==> src/rtl/display_pkg.sv <==
// Shared constants and types for the frame-buffer scan-out path.
// Raster geometry of a 100x100 active image with porches and sync widths.
package display_pkg;

    localparam int H_ACTIVE = 100;
    localparam int H_FP     = 4;
    localparam int H_SYNC   = 8;
    localparam int H_BP     = 4;
    localparam int H_TOTAL  = H_ACTIVE + H_FP + H_SYNC + H_BP;

    localparam int V_ACTIVE = 100;
    localparam int V_FP     = 2;
    localparam int V_SYNC   = 2;
    localparam int V_BP     = 2;
    localparam int V_TOTAL  = V_ACTIVE + V_FP + V_SYNC + V_BP;

    localparam int BUF_DEPTH = 10000;
    localparam int ADDR_W    = 20;

    typedef struct packed {
        logic [7:0] r;
        logic [7:0] g;
        logic [7:0] b;
    } rgb_t;

    typedef enum logic {
        ST_IDLE = 1'b0,
        ST_RUN  = 1'b1
    } scan_state_t;

endpackage

==> src/rtl/raster_timing.sv <==
// Horizontal/vertical raster counters with active-region, sync and frame strobes.
// Counters sit at zero while run is low so a new frame always starts at the origin.
module raster_timing #(
    parameter int H_ACTIVE = display_pkg::H_ACTIVE,
    parameter int H_FP     = display_pkg::H_FP,
    parameter int H_SYNC   = display_pkg::H_SYNC,
    parameter int H_BP     = display_pkg::H_BP,
    parameter int V_ACTIVE = display_pkg::V_ACTIVE,
    parameter int V_FP     = display_pkg::V_FP,
    parameter int V_SYNC   = display_pkg::V_SYNC,
    parameter int V_BP     = display_pkg::V_BP
) (
    input  logic clk,
    input  logic reset,
    input  logic run,
    output logic active,
    output logic hsync,
    output logic vsync,
    output logic sof,
    output logic eof
);

    localparam int H_TOTAL = H_ACTIVE + H_FP + H_SYNC + H_BP;
    localparam int V_TOTAL = V_ACTIVE + V_FP + V_SYNC + V_BP;
    localparam int HW = $clog2(H_TOTAL);
    localparam int VW = $clog2(V_TOTAL);

    logic [HW-1:0] hcnt;
    logic [VW-1:0] vcnt;
    logic          h_last;
    logic          v_last;

    assign h_last = (hcnt == HW'(H_TOTAL - 1));
    assign v_last = (vcnt == VW'(V_TOTAL - 1));

    always_ff @(posedge clk or negedge reset) begin
        if (!reset) begin
            hcnt <= '0;
            vcnt <= '0;
        end else if (!run) begin
            hcnt <= '0;
            vcnt <= '0;
        end else if (h_last) begin
            hcnt <= '0;
            vcnt <= v_last ? '0 : vcnt + 1'b1;
        end else begin
            hcnt <= hcnt + 1'b1;
        end
    end

    assign active = run && (hcnt < HW'(H_ACTIVE)) && (vcnt < VW'(V_ACTIVE));
    assign hsync  = !((hcnt >= HW'(H_ACTIVE + H_FP)) && (hcnt < HW'(H_ACTIVE + H_FP + H_SYNC)));
    assign vsync  = !((vcnt >= VW'(V_ACTIVE + V_FP)) && (vcnt < VW'(V_ACTIVE + V_FP + V_SYNC)));
    assign sof    = active && (hcnt == '0) && (vcnt == '0);
    assign eof    = run && h_last && v_last;

endmodule

==> src/rtl/buf_scanout.sv <==
// Scan-out controller: reads the displayed frame buffer in raster order and aligns
// returned pixels with sync/data-enable; buffer swaps happen only at frame end.
module buf_scanout
    import display_pkg::ADDR_W, display_pkg::rgb_t, display_pkg::scan_state_t,
           display_pkg::ST_IDLE, display_pkg::ST_RUN;
#(
    parameter int H_ACTIVE = display_pkg::H_ACTIVE,
    parameter int H_FP     = display_pkg::H_FP,
    parameter int H_SYNC   = display_pkg::H_SYNC,
    parameter int H_BP     = display_pkg::H_BP,
    parameter int V_ACTIVE = display_pkg::V_ACTIVE,
    parameter int V_FP     = display_pkg::V_FP,
    parameter int V_SYNC   = display_pkg::V_SYNC,
    parameter int V_BP     = display_pkg::V_BP
) (
    input  logic              clk,
    input  logic              reset,
    input  logic              en,
    input  logic              swap_req,
    output logic              swap_ack,
    output logic              sel,
    output logic              re0,
    output logic              re1,
    output logic [ADDR_W-1:0] rd_addr,
    input  logic [7:0]        r0,
    input  logic [7:0]        g0,
    input  logic [7:0]        b0,
    input  logic [7:0]        r1,
    input  logic [7:0]        g1,
    input  logic [7:0]        b1,
    output logic [7:0]        vga_r,
    output logic [7:0]        vga_g,
    output logic [7:0]        vga_b,
    output logic              hsync,
    output logic              vsync,
    output logic              de,
    output logic              frame_start
);

    scan_state_t       state, state_nxt;
    logic              run;
    logic              vld_p0, hsync_p0, vsync_p0, sof_p0, eof;
    logic [ADDR_W-1:0] pix_idx;
    logic              vld_p1, hsync_p1, vsync_p1, sof_p1, sel_p1;
    rgb_t              buf0_pix, buf1_pix, pix_p1;
    logic              vld_p2, hsync_p2, vsync_p2, sof_p2;
    rgb_t              pix_p2;

    raster_timing #(
        .H_ACTIVE(H_ACTIVE), .H_FP(H_FP), .H_SYNC(H_SYNC), .H_BP(H_BP),
        .V_ACTIVE(V_ACTIVE), .V_FP(V_FP), .V_SYNC(V_SYNC), .V_BP(V_BP)
    ) u_timing (
        .clk    (clk),
        .reset  (reset),
        .run    (run),
        .active (vld_p0),
        .hsync  (hsync_p0),
        .vsync  (vsync_p0),
        .sof    (sof_p0),
        .eof    (eof)
    );

    always_ff @(posedge clk or negedge reset) begin
        if (!reset) state <= ST_IDLE;
        else        state <= state_nxt;
    end

    // Leaving RUN waits for the frame to finish so the display never sees a torn frame.
    always_comb begin
        state_nxt = state;
        case (state)
            ST_IDLE: if (en)         state_nxt = ST_RUN;
            ST_RUN:  if (eof && !en) state_nxt = ST_IDLE;
            default:                 state_nxt = ST_IDLE;
        endcase
    end

    always_comb begin
        run = (state == ST_RUN);
    end

    // Stage 0: read address and buffer select
    always_ff @(posedge clk or negedge reset) begin
        if (!reset) begin
            pix_idx  <= '0;
            sel      <= 1'b0;
            swap_ack <= 1'b0;
        end else begin
            swap_ack <= eof && swap_req;
            if (eof) begin
                pix_idx <= '0;
                if (swap_req) sel <= !sel;
            end else if (vld_p0) begin
                pix_idx <= pix_idx + 1'b1;
            end
        end
    end

    assign rd_addr = pix_idx;
    assign re0     = vld_p0 && !sel;
    assign re1     = vld_p0 && sel;

    // Stage 1: buffer data valid; sel travels with it so in-flight pixels keep their source
    always_ff @(posedge clk or negedge reset) begin
        if (!reset) begin
            vld_p1   <= 1'b0;
            hsync_p1 <= 1'b1;
            vsync_p1 <= 1'b1;
            sof_p1   <= 1'b0;
            sel_p1   <= 1'b0;
        end else begin
            vld_p1   <= vld_p0;
            hsync_p1 <= hsync_p0;
            vsync_p1 <= vsync_p0;
            sof_p1   <= sof_p0;
            sel_p1   <= sel;
        end
    end

    assign buf0_pix = {r0, g0, b0};
    assign buf1_pix = {r1, g1, b1};
    assign pix_p1   = !vld_p1 ? '0 : (sel_p1 ? buf1_pix : buf0_pix);

    // Stage 2: registered pins
    always_ff @(posedge clk or negedge reset) begin
        if (!reset) begin
            pix_p2   <= '0;
            vld_p2   <= 1'b0;
            hsync_p2 <= 1'b1;
            vsync_p2 <= 1'b1;
            sof_p2   <= 1'b0;
        end else begin
            pix_p2   <= pix_p1;
            vld_p2   <= vld_p1;
            hsync_p2 <= hsync_p1;
            vsync_p2 <= vsync_p1;
            sof_p2   <= sof_p1;
        end
    end

    assign vga_r       = pix_p2.r;
    assign vga_g       = pix_p2.g;
    assign vga_b       = pix_p2.b;
    assign de          = vld_p2;
    assign hsync       = hsync_p2;
    assign vsync       = vsync_p2;
    assign frame_start = sof_p2;

endmodule

==> config.mk <==
export PLATFORM = sky130hd
export DESIGN_NAME = buf_scanout
export DESIGN_NICKNAME = d
export VERILOG_FILES = /design/src/rtl/display_pkg.sv /design/src/rtl/raster_timing.sv /design/src/rtl/buf_scanout.sv
export SDC_FILE = /design/constraint.sdc
export NUM_CORES = 1
export LEC_CHECK = 0
export CORE_MARGIN = 1
export CORE_UTILIZATION = 33
export CTS_CLUSTER_DIAMETER = 40
export DETAILED_ROUTE_END_ITERATION = 8
export SYNTH_ARGS = -nofsm -noshare
export SYNTH_HDL_FRONTEND = slang
export SYNTH_SLANG_ARGS = --single-unit
==> constraint.sdc <==
create_clock -name clk -period 5.9 [get_ports clk]
set_clock_uncertainty 0.15 [all_clocks]
set_input_delay 1.475 -clock clk [delete_from_list [all_inputs] [get_ports clk]]
set_output_delay 1.475 -clock clk [all_outputs]
set_load 0.05 [all_outputs]
### Word-level counts from Yosys, hierarchy flattened

Cells that the tools add are included.

* register bits after elaboration: 70
* output and inout bits: 52
* word-level logic and storage cells: 63

* add/sub/neg operators: 3
* order comparisons: 6
* eq/ne operators: 3
* mux-type cells: 12
* bitwise logic cells: 1
* reductions and logical operators: 20

Operator list (number)
* 24-bit two-way mux: 2
* 20-bit two-way mux: 2
* 7-bit two-way mux: 5
* 7-bit less-than comparator, second input constant: 4
* 20-bit by 1-bit adder with 20-bit output, second input constant: 1
* 7-bit by 1-bit adder with 7-bit output, second input constant: 2
* 7-bit == test, second input constant: 2
* 7-bit >= comparator, second input constant: 2
* 7-bit logical NOT: 2
* 1-bit logical AND: 12
* 1-bit logical NOT: 4
* 1-bit two-way mux: 2
* 2-bit by 1-bit != test with 1-bit output, second input constant: 1
* 1-bit case mux with 2 select lines: 1
* 2-bit AND reduction: 1
* 2-bit nonzero test: 1
* 1-bit inverter: 1

### Longest topological paths before layout

Gate-level depths: netlist (run 1).

* depth in word-level cells: 6
* gate-level depth with buffers: 7
* gate-level depth less buffers: 6

### Modules after synthesis

Synthesis (run 1) repeated with hierarchy kept, for this count alone.

* cells, all modules: 302
* area total of the unflattened synthesis: 3249.4 sq um

Modules (own cells, without submodules)
* buf_scanout: times used 1, cells each 197, area an instance 2366.0 sq um
* raster_timing: times used 1, cells each 105, area an instance 883.3 sq um

### Worst setup path before layout (run 1)

No wires, ideal clock.

* path kind: flip-flop to output port
* start: reg u_timing.vcnt[3]
* end: out re0
* arrival time: 1907 ps
* required time: 4275 ps
* path slack: 2368 ps
* cell stages (with the launch flop): 6
* path through: dfrtp_1 -> clkbuf_1 -> o311ai_4 -> nand3_2 -> clkbuf_1 -> nor2_1

* cells in the longest elaborated chain, start to end: 3

Ends and longest elaborated chain
* from (decl): RTL line raster_timing.sv:29 `logic [VW-1:0] vcnt;`
* from (signal assigned): RTL line raster_timing.sv:45 `vcnt <= v_last ? '0 : vcnt + 1'b1;`
* 7-bit less-than comparator: RTL line raster_timing.sv:51 `assign active = run && (hcnt < HW'(H_ACTIVE)) && (vcnt < VW'(V_ACTIVE));`
* 1-bit logical AND: RTL line raster_timing.sv:51
* 1-bit logical AND: RTL line buf_scanout.sv:100 `assign re0 = vld_p0 && !sel;`
* to (decl): RTL line buf_scanout.sv:22 `output logic re0,`

No other way between the ends.

### Worst setup path after layout (run 1)

* start: reg u_timing.hcnt[3]
* end: out re1

* cells in the longest elaborated chain, start to end: 4

Ends and longest elaborated chain
* from (decl): RTL line raster_timing.sv:28 `logic [HW-1:0] hcnt;`
* from (signal assigned): RTL line raster_timing.sv:47 `hcnt <= hcnt + 1'b1;`
* 7-bit less-than comparator: RTL line raster_timing.sv:51
* 1-bit logical AND (2 in a row): RTL line raster_timing.sv:51
* 1-bit logical AND: RTL line buf_scanout.sv:101 `assign re1 = vld_p0 && sel;`
* to (decl): RTL line buf_scanout.sv:23 `output logic re1,`

No other way between the ends.

==> results of run 1 <==
## area by class of cell
cell class              instances  area (um^2)  area share [%]
inverters                       9         33.8           0.733
well taps                     133          166            3.61
multi-input cells             201         1420            30.8
flip-flops and latches         70         1760            38.1
repair buffers                106         1050            22.7
clock inverters                 5         33.8           0.733
clock buffers                  11          151            3.28
## worst reg2reg max path: stages, from the launching register on
cell	delay (ns)
dfrtp_1	0.39
ha_1	0.25
nand4_2	0.15
or4b_1	0.70
nor2_2	0.66
o21ai_0	0.21
## registers in the layout, summed over array words and instances, names as in the netlist
name           flops
u_timing.vcnt      7
u_timing.hcnt      7
frame_start        1
sel_p1             1
vsync              1
rd_addr           20
vsync_p1           1
vga_r              8
run                1
swap_ack           1
vga_b              8
vga_g              8
hsync_p1           1
de                 1
sel                1
vld_p1             1
hsync              1
sof_p1             1
## power by group
part | switching, uW | internal [uW]
Clock | 179 | 175
Combinational | 80.8 | 63.4
Sequential | 3.76 | 493
Total | 263 | 731
## layout by cell type (no fill, tap or decap), types with 3 or more instances in the layout
master,count
clkdlybuf4s50_1,102
dfrtp_1,66
mux2i_1,24
nor2b_1,24
nand3_1,15
a21oi_1,15
nor2_1,14
nand2_1,13
clkbuf_8,11
inv_1,9
o21ai_0,9
o31ai_1,8
or4_1,8
and3_1,7
nand4_1,7
or3_1,6
ha_1,6
xor2_1,5
xnor2_1,4
a31oi_1,4
dfstp_2,4
and4_1,3
buf_4,3
## path summary, 6_finish.rpt
check | cells after the start | slack [ns] | to | from
min | 0 | 0.20 | vsync | vsync_p1
max | 4 | 1.65 | re1 | u_timing.hcnt[3]
min in group asynchronous | 2 | 1.19 | vga_b[2] | reset
max reg2reg | 5 | 3.25 | rd_addr[1] | u_timing.hcnt[0]
min reg2reg | 0 | 0.20 | vsync | vsync_p1
max in group asynchronous | 2 | 3.83 | u_timing.hcnt[5] | reset
## layer usage
layer / vias up / global-route usage (%) / part of all wire (%)
met5: - / 0 / 0
met1: 1250 / 20.0 / 46
met2: 94 / 23.9 / 45
met3: 8 / 3.73 / 7.5
li1: 1281 / - / -
met4: 0 / 6.02 / 1.3
## through the flow
step	power (uW)	instance area, um^2	instances
after CTS	1010	4610	535
after global placement	651	4430	519
final	994	4610	535
after global routing	1040	4610	535
after detailed placement	652	4430	519
after floorplan	576	3290	298
## cells by family (layout without fill, tap and decap cells)
logic type,after synthesis,in the layout
AOI/OAI and AO/OA,48,48
xor gates and xnor gates,9,9
muxes,24,24
and+or+nand+nor,114,114
DFF,70,70
buffers and inverters,27,131
adders and majority gates,6,6
==> out/metrics.cfg, run 1 <==
[yosys]
synth_nets=356
synth_top_area_cell=dfrtp_1
synth-async-reset-ratio_pct=100
synth-simple-area-share_pct=20.8
synth_top_family_by_area=simple AND/OR/NAND/NOR gates
yosysMostFrequentCell=dfrtp_1
synth_area_leaders=dfrtp_1 50%, mux2i_1 7.3%, nor2b_1 4.6%
seq_area_frac_synth_pct=53.5
syn_avg_cell_area_um2=11.0
synth_top_area_share_pct=50.3
synthCells=298
synth_xor_area_share_pct=2.40
synth_edf_count=0
netlist_area_um2=3290
muxShareOfSynthArea_pct=7.31
synth-seq-cells=70
ys_warn_count=0
synth_ff_type=dfrtp_1
synth_compound_area_share_pct=10.5
synth_common_cells=66 x dfrtp_1, 24 x mux2i_1, 24 x nor2b_1
yosysUniqueCellTypes=46
synthAdderAreaFrac_pct=2.28

[global_route]
grt_pass1_vias=2501
grt-ovfl-total=0
grt_pass1_wl_um=12100
grt_max_degree=71
gr-usage-all-layers_pct=15.2
antenna_found_initial=0

[timing]
finalWorstSetupSlack_ns=1.65
hold_viol=0
slew_headroom_pct=41.6
setup_violations=0
whs_ns=0.203
rsz0062_at_grt=false
period_needed_ns=4.25
tns_ns=0
worst_slew_pin_slew_ns=0.876
slew_viol_final=0
timing.final.crit_share_pct=72.0
fmax_mhz=235

[critical_path]
cpMaxStageDelayCell=clkdlybuf4s50_1
critPathMaxStageDelay_ns=0.83
critPathLaunchType=flop
cp-end-kind=output port
cp.arrival_ns=2.63
required_ns=4.28
cp_cell_sequence=o311ai_4, nand3_2, nor2_1, clkdlybuf4s50_1
cp_top_family=buffers and inverters
path_buf_inv=1
path_class=flop to output port
crit_fanout=18

[run_status]
status=completed

[floorplanning]
dieHeight_um=102
coreArea_um2=9730
io_pins=104
num_rows=36
die-width_um=102
start_util_pct=33.8
dieArea_um2=10400

[clock_network]
clock-sinks=70
path_clk_slew_ns=0.08
cts_buffer_depth=2
cts_tree=yes
clkLatencyLatePin_ns=0.33
cts-htree-levels=3
cts_made_buffers=9
cts_setup_buffers=0
holdBufCountCts=0
ctsResizeCount=0
clock-root-buffer=clkbuf_8

[finish]
layout.nets=455
utilization_pct=47.4
fill_cells=937
drive_above_1_share_pct=8.21
diodes=0
area_growth_pct=40.4

[drt]
wl_per_cell_um=14.3
drt-pass1-iter-count=5
vias=2633
drtIter0Drc=160
drc_errors=0
vias_per_cell=4.92
wirelength_um=7630
antenna_left=0

[run]
drv_cap=0

[power_and_ir_drop]
vdd_drop_max_mv=0.110
power_density_nw_per_um2=216
p_leak_uw=0.00192

[place]
place_congestion=0.768
preCtsSetupSlack_ns=2.01
port_buffers=103
hpwl_um=5410

[worst_hold_path]
worstHoldPathType=flop to flop

(Power assumes the default switching activity.)
==> inputs of run 2 (changes only) <==
==> constraint.sdc (replaced) <==
create_clock -name clk -period 3.8 [get_ports clk]
set_clock_uncertainty 0.15 [all_clocks]
set_input_delay 0.95 -clock clk [delete_from_list [all_inputs] [get_ports clk]]
set_output_delay 0.95 -clock clk [all_outputs]
set_load 0.05 [all_outputs]
==> out/metrics.cfg, run 2 (synthesis gave the netlist of run 1 again) <==
[clock_network]
clkLatencyLatePin_ns=0.34  ; was 0.33 ns
path_clk_slew_ns=0.07  ; was 0.08 ns
cts_made_buffers=9  ; unchanged
clock-sinks=70  ; unchanged
ctsResizeCount=0  ; unchanged
cts-htree-levels=3  ; unchanged
cts_buffer_depth=2  ; unchanged
clock-root-buffer=clkbuf_8  ; unchanged
cts_tree=yes  ; unchanged
holdBufCountCts=0  ; unchanged
cts_setup_buffers=0  ; unchanged

[finish]
finalInstanceArea_um2=4630  ; was 4610 um^2
mostFrequentLayoutCell=clkdlybuf4s50_1  ; unchanged
largest_register_ffs=20  ; unchanged
drive_above_1_share_pct=8.19  ; was 8.21%
layout.nets=456  ; was 455
mostFrequentLayoutCells=102 x clkdlybuf4s50_1, 66 x dfrtp_1, 24 x mux2i_1, 24 x nor2b_1  ; unchanged
final_cells=536  ; was 535
diodes=0  ; unchanged
utilization_pct=47.6  ; was 47.4%
area_growth_pct=41.1  ; was 40.4%

[critical_path]
required_ns=2.70  ; was 4.28 ns
critPathLaunchType=flop  ; unchanged
path_class=flop to output port  ; unchanged
reg2reg_slack_ns=1.13  ; was 3.25 ns
crit_fanout=9  ; was 18
cp.arrival_ns=2.34  ; was 2.63 ns
cp-end-kind=output port  ; unchanged

[global_route]
grt_pass1_vias=2570  ; was 2,501
grt_max_degree=71  ; unchanged
grt_pass1_wl_um=12200  ; was 12,100 um
grt-ovfl-total=0  ; unchanged
gr-usage-all-layers_pct=15.5  ; was 15.2%
antenna_found_initial=0  ; unchanged

[timing]
worst_slew_pin_slew_ns=1.20  ; was 0.876 ns
timing.final.crit_share_pct=90.4
rsz0062_at_grt=false  ; unchanged
slew_headroom_pct=20.3  ; was 41.6%
period_needed_ns=3.44
fmax_mhz=291
setup_violations=0  ; unchanged
tns_ns=0  ; unchanged
slew_viol_final=0  ; unchanged
hold_viol=0  ; unchanged

[floorplanning]
num_rows=36  ; unchanged
die-width_um=102  ; unchanged
start_util_pct=33.8  ; unchanged
dieHeight_um=102  ; unchanged
coreArea_um2=9730  ; unchanged
io_pins=104  ; unchanged
dieArea_um2=10400  ; unchanged

[drt]
drc_errors=0  ; unchanged
vias_per_cell=4.95  ; was 4.92
wirelength_um=7690  ; was 7630 um
wl_per_cell_um=14.3  ; about the same
drtIter0Drc=189  ; was 160
drt-pass1-iter-count=4  ; was 5
antenna_left=0  ; unchanged
vias=2651  ; was 2,633

[place]
hpwl_um=5280  ; was 5410 um
dp.cells=520  ; was 519
place_congestion=0.830  ; was 0.768
port_buffers=103  ; unchanged
place_area_um2=4430  ; about the same

[worst_hold_path]
worstHoldPathType=flop to flop  ; unchanged

[power_and_ir_drop]
p_total_uw=1590  ; was 994 uW
p_leak_uw=0.00194  ; was 0.00192 uW
power_density_nw_per_um2=344  ; was 216 nW/um^2
vdd_drop_max_mv=0.140  ; was 0.110 mV

[run_status]
status=completed  ; unchanged

[run]
drv_cap=0  ; unchanged

## run 2: cell count changes in the layout (fill, tap and decap cells not counted)
cell        delta
buf_4          +1
bufinv_16      +1
clkbuf_1       +1
clkinv_2       +1
clkinv_4       -1
clkinvlp_4     -2
## run 2: path summary, 6_finish.rpt
kind,start,endpoint,cells after the start
max reg2reg,u_timing.hcnt[0],rd_addr[1],5
min,sof_p1,frame_start,0
min reg2reg,sof_p1,frame_start,0
max,u_timing.hcnt[3],re1,4
min in group asynchronous,reset,vga_b[5],2
max in group asynchronous,reset,rd_addr[13],2
## run 2: layer usage
layer | vias to the layer above | global-route usage (%) | part of all wire [%]
met5 | - | 0 | 0
met4 | 0 | 6.91 | 1.5
met3 | 9 | 4.28 | 7.5
met2 | 93 | 24.0 | 44
met1 | 1277 | 20.2 | 47
li1 | 1272 | - | -
## run 2: report_power, final
part,internal (uW),switching [uW]
sequential,765,10.9
combinational,99.1,119
clock,336,263
## run 2: through the flow
step | setup slack, ns | hold slack [ns]
after global placement | 0.760 | 0.183
after detailed placement | 0.718 | 0.186
after floorplan | 0.793 | 0.181
after global routing | 0.193 | 0.214
after CTS | 0.345 | 0.201
final | 0.365 | 0.202
## run 2: cell type report
cell class | instances | area [um^2]
fillers | 922 | 5090
flip-flops and latches | 70 | 1760
multi-input cells | 201 | 1420
clock inverters | 4 | 45.0
well taps | 133 | 166
repair buffers | 107 | 1060
inverters | 9 | 33.8
clock buffers | 12 | 155
## run 2: critical path: stages (launching register included)
cell             delay [ns]
dfrtp_1                0.50
o311ai_4               0.39
nand3_2                0.16
nor2_1                 0.13
clkdlybuf4s50_1        0.82
==> inputs of run 3 (changes only) <==
--- a/config.mk
+++ b/config.mk
@@ -5,7 +5,7 @@
 export SDC_FILE = /design/constraint.sdc
 export NUM_CORES = 1
 export LEC_CHECK = 0
-export CORE_MARGIN = 1
+export CORE_MARGIN = 2
 export CORE_UTILIZATION = 33
 export CTS_CLUSTER_DIAMETER = 40
 export DETAILED_ROUTE_END_ITERATION = 8
==> out/metrics.cfg, run 3 (synthesis gave the netlist of run 1 again) <==
[global_route]
grt_pass1_vias=2667  ; was 2,570
gr-usage-all-layers_pct=15.5  ; about the same
grt_max_degree=45  ; was 71
antenna_found_initial=0  ; unchanged
grt_pass1_wl_um=13600  ; was 12,200 um
grt-ovfl-total=0  ; unchanged

[clock_network]
clkLatencyLatePin_ns=0.35  ; was 0.34 ns
cts-htree-levels=3  ; unchanged
ctsResizeCount=0  ; unchanged
cts_made_buffers=9  ; unchanged
clock-sinks=70  ; unchanged
cts_buffer_depth=2  ; unchanged
holdBufCountCts=0  ; unchanged
path_clk_slew_ns=0.08  ; was 0.07 ns
cts_tree=yes  ; unchanged
clock-root-buffer=clkbuf_8  ; unchanged
cts_setup_buffers=0  ; unchanged

[drt]
drc_errors=0  ; unchanged
wirelength_um=7980  ; was 7690 um
wl_per_cell_um=14.9  ; was 14.3 um
vias_per_cell=4.91  ; was 4.95
drt-pass1-iter-count=4  ; unchanged
drtIter0Drc=182  ; was 189
antenna_left=0  ; unchanged
vias=2626  ; was 2,651

[timing]
hold_viol=0  ; unchanged
timing.final.crit_share_pct=90.1  ; was 90.4%
setup_violations=0  ; unchanged
rsz0062_at_grt=false  ; unchanged
fmax_mhz=292  ; was 291 MHz
slew_headroom_pct=15.6  ; was 20.3%
slew_viol_final=0  ; unchanged
worst_slew_pin_slew_ns=1.27  ; was 1.20 ns
period_needed_ns=3.42  ; was 3.44 ns
tns_ns=0  ; unchanged

[critical_path]
reg2reg_from=u_timing.hcnt[0]  ; unchanged
critPathLaunchType=flop  ; unchanged
crit_fanout=9  ; unchanged
cp-end-kind=output port  ; unchanged
cp.arrival_ns=2.32  ; was 2.34 ns
path_class=flop to output port  ; unchanged
reg2reg_slack_ns=1.17  ; was 1.13 ns
required_ns=2.70  ; about the same
rr_worst_depth=5  ; unchanged
r2r_end=rd_addr[1]  ; unchanged

[floorplanning]
die-width_um=104  ; was 102 um
io_pins=104  ; unchanged
coreArea_um2=9730  ; unchanged
dieArea_um2=10800  ; was 10,400 um^2
start_util_pct=33.8  ; unchanged
dieHeight_um=104  ; was 102 um
num_rows=36  ; unchanged

[finish]
mostFrequentLayoutCells=102 x clkdlybuf4s50_1, 66 x dfrtp_1, 24 x mux2i_1, 24 x nor2b_1  ; unchanged
layout.nets=456  ; unchanged
diodes=0  ; unchanged
final_cells=535  ; was 536
mostFrequentLayoutCell=clkdlybuf4s50_1  ; unchanged
area_growth_pct=40.1  ; was 41.1%
utilization_pct=47.3  ; was 47.6%
largest_register_ffs=20  ; unchanged
drive_above_1_share_pct=7.96  ; was 8.19%

[power_and_ir_drop]
p_leak_uw=0.00192  ; was 0.00194 uW
p_total_uw=1500  ; was 1590 uW
power_density_nw_per_um2=325  ; was 344 nW/um^2
vdd_drop_max_mv=0.122  ; was 0.140 mV

[worst_hold_path]
min_to=frame_start  ; unchanged
worstHoldPathType=flop to flop  ; unchanged
holdPathStages=0  ; unchanged
min-delay-start=sof_p1  ; unchanged

[place]
place_congestion=0.805  ; was 0.830
port_buffers=103  ; unchanged
hpwl_um=5660  ; was 5280 um
dp.cells=520  ; unchanged

[run_status]
status=completed  ; unchanged

[run]
drv_cap=0  ; unchanged

[run 3: cell count changes in the layout (fill, tap and decap cells not counted)]
cell	change
clkinv_2	+1
buf_4	-1
bufinv_16	-1
buf_12	+1
clkbuf_8	-2
clkinvlp_4	+1
[run 3: per-layer routing]
| layer | share of wire [%] | GRT usage [%] | up-vias |
|---|---|---|---|
| met2 | 42 | 21.7 | 93 |
| met5 | 0 | 0 | - |
| met4 | 1.3 | 6.66 | 0 |
| met3 | 7.4 | 4.78 | 11 |
| li1 | - | - | 1278 |
| met1 | 49 | 22.2 | 1244 |
[run 3: area by class of cell]
cell class / instances / area, um^2
Sequential cell: 70 / 1760
Clock inverter: 5 / 27.5
Multi-Input combinational cell: 201 / 1420
Timing Repair Buffer: 107 / 1070
Tap cell: 133 / 166
Clock buffer: 10 / 128
Fill cell: 912 / 5130
Inverter: 9 / 33.8
[run 3: worst max path at each step]
| stage | startpoint | end | slack (ns) | cells past startpoint |
|---|---|---|---|---|
| 3_5_place_dp | u_timing.hcnt[3] | re0 | 0.73 | 4 |
| 2_1_floorplan | u_timing.vcnt[3] | re0 | 0.79 | 5 |
| 6_report | u_timing.hcnt[3] | re1 | 0.38 | 4 |
| 4_1_cts | u_timing.hcnt[3] | re1 | 0.36 | 4 |
| 3_3_place_gp | u_timing.hcnt[3] | re1 | 0.76 | 4 |
| 5_1_grt | u_timing.hcnt[3] | re1 | 0.26 | 4 |
[run 3: metrics by stage]
stage	cell area, um^2	setup slack, ns	hold WS [ns]
floorplan	3290	0.793	0.181
global placement	4450	0.755	0.184
detailed placement	4450	0.735	0.198
CTS	4600	0.356	0.208
global route	4600	0.265	0.212
finish	4600	0.378	0.204
[run 3: report_power, final]
part / internal, uW / switching [uW]
combinational: 101 / 119
sequential: 765 / 11.5
clock: 229 / 272
total: 1090 / 402
[run 3: critical path, stage by stage, from the launching register on]
cell	delay, ns
dfrtp_1	0.50
o311ai_4	0.39
nand3_2	0.17
nor2_1	0.11
clkdlybuf4s50_1	0.81
